$ cat config.mk
export PLATFORM = sky130hd
export DESIGN_NAME = add_result_fifo
export DESIGN_NICKNAME = d
export VERILOG_FILES = /design/src/rtl/add_result_fifo.sv
export SDC_FILE = /design/constraint.sdc
export NUM_CORES = 1
export LEC_CHECK = 0
export BUFFER_PORTS_ARGS = -buffer_cell sky130_fd_sc_hd__buf_2
export CORE_MARGIN = 3
export CORE_UTILIZATION = 53
export DETAILED_ROUTE_END_ITERATION = 10
export PLACE_DENSITY = 0.74
export SLEW_MARGIN = 40
export SYNTH_ARGS = -nofsm -noshare
export SYNTH_HDL_FRONTEND = slang
export SYNTH_SLANG_ARGS = --single-unit
$ cat constraint.sdc
create_clock -name clk -period 3.4 [get_ports clk]
set_input_delay 0.68 -clock clk [delete_from_list [all_inputs] [get_ports clk]]
set_output_delay 0.68 -clock clk [all_outputs]
set_load 0.05 [all_outputs]
$ cat src/rtl/add_result_fifo.sv
// ---------------------------------------------------------------------------
// add_result_fifo
//
// Holds results from the 16-bit two's-complement adder until a slower
// consumer reads them. Each entry is {overflow, carry, s}. The read side
// is first-word fall-through: the head entry is always on out_* whenever
// out_valid is high.
//
// Ports
//   clk, rst           : clock and asynchronous active-high reset
//   in_valid/in_ready  : write handshake; in_s/in_carry/in_overflow payload
//   out_valid/out_ready: read handshake; out_s/out_carry/out_overflow = head
//   count              : number of stored entries (0..DEPTH)
//   ovf_sticky         : set by any accepted write with in_overflow = 1
//   clr_sticky         : synchronous clear of ovf_sticky (a set wins)
// ---------------------------------------------------------------------------
module add_result_fifo #(
    parameter int WIDTH = 16,
    parameter int DEPTH = 4,
    parameter int AW    = $clog2(DEPTH)
) (
    input  logic             clk,
    input  logic             rst,
    input  logic             in_valid,
    output logic             in_ready,
    input  logic [WIDTH-1:0] in_s,
    input  logic             in_carry,
    input  logic             in_overflow,
    output logic             out_valid,
    input  logic             out_ready,
    output logic [WIDTH-1:0] out_s,
    output logic             out_carry,
    output logic             out_overflow,
    output logic [AW:0]      count,
    output logic             ovf_sticky,
    input  logic             clr_sticky
);

    localparam logic [AW:0] FULL_COUNT = (AW+1)'(DEPTH);

    // Storage must clear on reset, so it is built from registers rather
    // than a RAM macro.
    logic [WIDTH+1:0] mem_reg [DEPTH];

    logic [AW-1:0] wp_reg;
    logic [AW-1:0] rp_reg;
    logic [AW:0]   count_reg;
    logic [AW:0]   count_next;
    logic          ovf_sticky_reg;
    logic          ovf_sticky_next;

    logic wr_en;
    logic rd_en;

    // Flow control comes only from the registered count, so out_ready has
    // no path to in_ready and a full FIFO never accepts a write-through.
    assign in_ready  = (count_reg != FULL_COUNT);
    assign out_valid = (count_reg != '0);

    assign wr_en = in_valid && in_ready;
    assign rd_en = out_valid && out_ready;

    assign {out_overflow, out_carry, out_s} = mem_reg[rp_reg];

    assign count      = count_reg;
    assign ovf_sticky = ovf_sticky_reg;

    genvar gi;
    generate
        for (gi = 0; gi < DEPTH; gi++) begin : g_entry
            always_ff @(posedge clk or posedge rst) begin
                if (rst) begin
                    mem_reg[gi] <= '0;
                end else if (wr_en && (wp_reg == AW'(gi))) begin
                    mem_reg[gi] <= {in_overflow, in_carry, in_s};
                end
            end
        end
    endgenerate

    always_comb begin
        count_next = count_reg;
        case ({wr_en, rd_en})
            2'b10:   count_next = count_reg + (AW+1)'(1);
            2'b01:   count_next = count_reg - (AW+1)'(1);
            default: count_next = count_reg;
        endcase
    end

    // Set has priority over clear so an overflow in the clearing cycle is
    // not lost.
    always_comb begin
        ovf_sticky_next = ovf_sticky_reg;
        if (wr_en && in_overflow) begin
            ovf_sticky_next = 1'b1;
        end else if (clr_sticky) begin
            ovf_sticky_next = 1'b0;
        end
    end

    always_ff @(posedge clk or posedge rst) begin
        if (rst) begin
            wp_reg         <= '0;
            rp_reg         <= '0;
            count_reg      <= '0;
            ovf_sticky_reg <= 1'b0;
        end else begin
            // DEPTH is a power of two, so the pointers wrap naturally.
            if (wr_en) begin
                wp_reg <= wp_reg + AW'(1);
            end
            if (rd_en) begin
                rp_reg <= rp_reg + AW'(1);
            end
            count_reg      <= count_next;
            ovf_sticky_reg <= ovf_sticky_next;
        end
    end

endmodule
==> results.toml <==
[global_route]
grt_pass1_vias = 2154
grt_max_degree = 81
grt-ovfl-total = 0
grt_antenna_before_repair = 0
grt.total_usage_pct = 18.9
grt_pass1_wl_um = 10800

[layout]
drive_gt1_share_pct = 60.4
stdcell_count = 355
syn_to_final_growth_pct = 15.5
nets = 302
nFillCells = 478
antennaDiodeCount = 0
design_area_mm2 = 0.00413
largest_reg_flops = 72

[clock_network]
ctsRootBufferMaster = "clkbuf_8"
cts_htree_levels = 3
cts-buffers-inserted = 9
cts_hold_buf = 0
cts_sinks = 80
clk_latency_ns = 0.34
cts-resized-gates = 0
clkTransAtPathRegs_ns = 0.08
tritoncts = "built"
post_cts_buffers = 0
cts_buffer_depth = 2

[synth]
synth_edf_count = 0
synth_ff_type = "dfrtp_1"
ys_ff_latch = 80
synth_most_common_cell = "dfrtp_1"
yosysTopAreaCell = "dfrtp_1"
async_reset_ff_share_pct = 100
synth_warnings = 0
seq_area_frac_synth_pct = 56.1
syn_area_mm2 = 0.00357
synthCells = 216
avgSynthCellArea_um2 = 16.5
yosysTopAreaCellShare_pct = 56.1
syn-num-nets = 245
ys_types = 20
synth_commonest_cells = "dfrtp_1, mux2_2, mux4_2"
yosys-top-cells-area = "dfrtp_1, mux2_2, mux4_2"

[drt]
route.met3.wl_um = 219
met1_length_um = 2860
vias = 1961
dr.pass1.iters = 4
wirelength_um = 6460
drtIter0Drc = 86
routed.top_layer = "met4"
wire_per_inst_um = 18.2
route.met2.wl_um = 3360
drc = 0
vias_per_cell = 5.52
drtAntennaViolNets = 0

[worst_setup_path]
critPathKind = "reg2out"
crit_required_ns = 2.72
reg2reg_to = "count[2]"
reg2reg_depth = 8
critPathLaunchType = "flip-flop"
rrSetupSlack_ns = 1.01
crit_arrival_ns = 1.92
timing.rr.start = "count[0]"
critPathLaunch = "rp_reg[1]"
cp_max_fo = 12
worstSetupEndpointType = "output pin"

[floorplan]
ios = 47
die_w_um = 88.1
coreArea_mm2 = 0.00642
die_area_mm2 = 0.00776
dieHeight_um = 88.1
initial_core_util_pct = 55.6
rows = 29

[sta]
finalHoldViolations = 0
drv_slew = 0
fin_crit_ns = 2.60
worst_pin_slew_ns = 0.714
fin_setup_tns_ns = 0
final.period_utilization_pct = 76.5
worst_hold_slack_ns = 0.497
max-slew-margin-rel_pct = 52.4
skew_ns = 0.00936
fmax_mhz = 385
setup_viol = 0
rsz0062_at_grt = "no"

[min_path]
holdCritPathClass = "in2async"

[place]
dp.cells = 339
io_buffers = 46
place_area_mm2 = 0.00389
gp_congestion = 0.694
dp_hpwl_um = 4370

[run]
maxCapViolCount = 0

[status]
status = "finished, final reports clean"
logic make-up (layout without fill, tap and decap cells):
logic type / after synthesis / in the layout / share of synthesized area [%]
mux: 92 / 92 / 34.7
flops: 80 / 80 / 56.1
buf+inv: 17 / 79 / 2.98
simple gates: 13 / 13 / 2.07
fa+ha+maj: 6 / 6 / 2.31
xor+xnor: 6 / 6 / 1.47
compound gates: 2 / 2 / 0.456
through the flow:
step                      worst slack [ns]  utilization (%)
after floorplan                      0.668                -
after global placement                1.11             60.5
after detailed placement              1.05             60.6
after CTS                            0.735             64.2
after global routing                 0.673             64.2
final                                0.799             64.2
worst max-delay path by stage:
stage                   end  slack, ns  cells after the start
6_report       out_overflow       0.80                      3
5_1_grt            out_s[0]       0.67                      3
4_1_cts        out_overflow       0.73                      3
3_5_place_dp       count[2]       1.05                      8
3_3_place_gp       count[2]       1.11                      8
2_1_floorplan      count[0]       0.67                      1
metal layers:
metal,GRT usage [%],up-vias
li1,-,895
met1,24.1,1029
met2,31.9,35
met3,5.27,2
met4,4.95,0
met5,0,-
final cells by class:
cell class / instances / area [um2] / area share, %
clock buffer: 10 / 128 / 3.09
clock inverter: 6 / 108 / 2.61
inverter: 9 / 35.0 / 0.849
multi-input combinational: 119 / 1460 / 35.5
sequential: 80 / 2000 / 48.5
tap: 77 / 96.3 / 2.34
timing repair buffer: 54 / 294 / 7.13
worst max-delay path: stages, from the launching register on:
cell and delay (ns):
dfrtp_1 0.74, buf_4 0.30, mux4_2 0.32, buf_2 0.23
cell usage in the layout, fill, tap and decap left out:
cell        synthesis  routed
buf_2               2      46
buf_4               0       7
buf_6               0       1
bufinv_16           0       3
clkbuf_1            2       1
clkbuf_8            4       9
clkinv_2            0       3
clkinvlp_4          0       1
dfrtp_1            80      80
fa_1                1       1
ha_1                5       5
inv_1               9       8
mux2_2             73      73
mux2i_1             1       1
mux4_2             18      18
nand2_1             5       5
nand2b_1            1       1
nor2_1              1       1
nor2_2              4       4
nor3b_2             1       1
o22ai_1             1       1
o31a_2              1       1
or3_2               1       1
xnor2_1             3       3
xor2_1              3       3
Power is not shown: default switching activity piles up to over one toggle a cycle in this logic, so the estimate is an artifact.
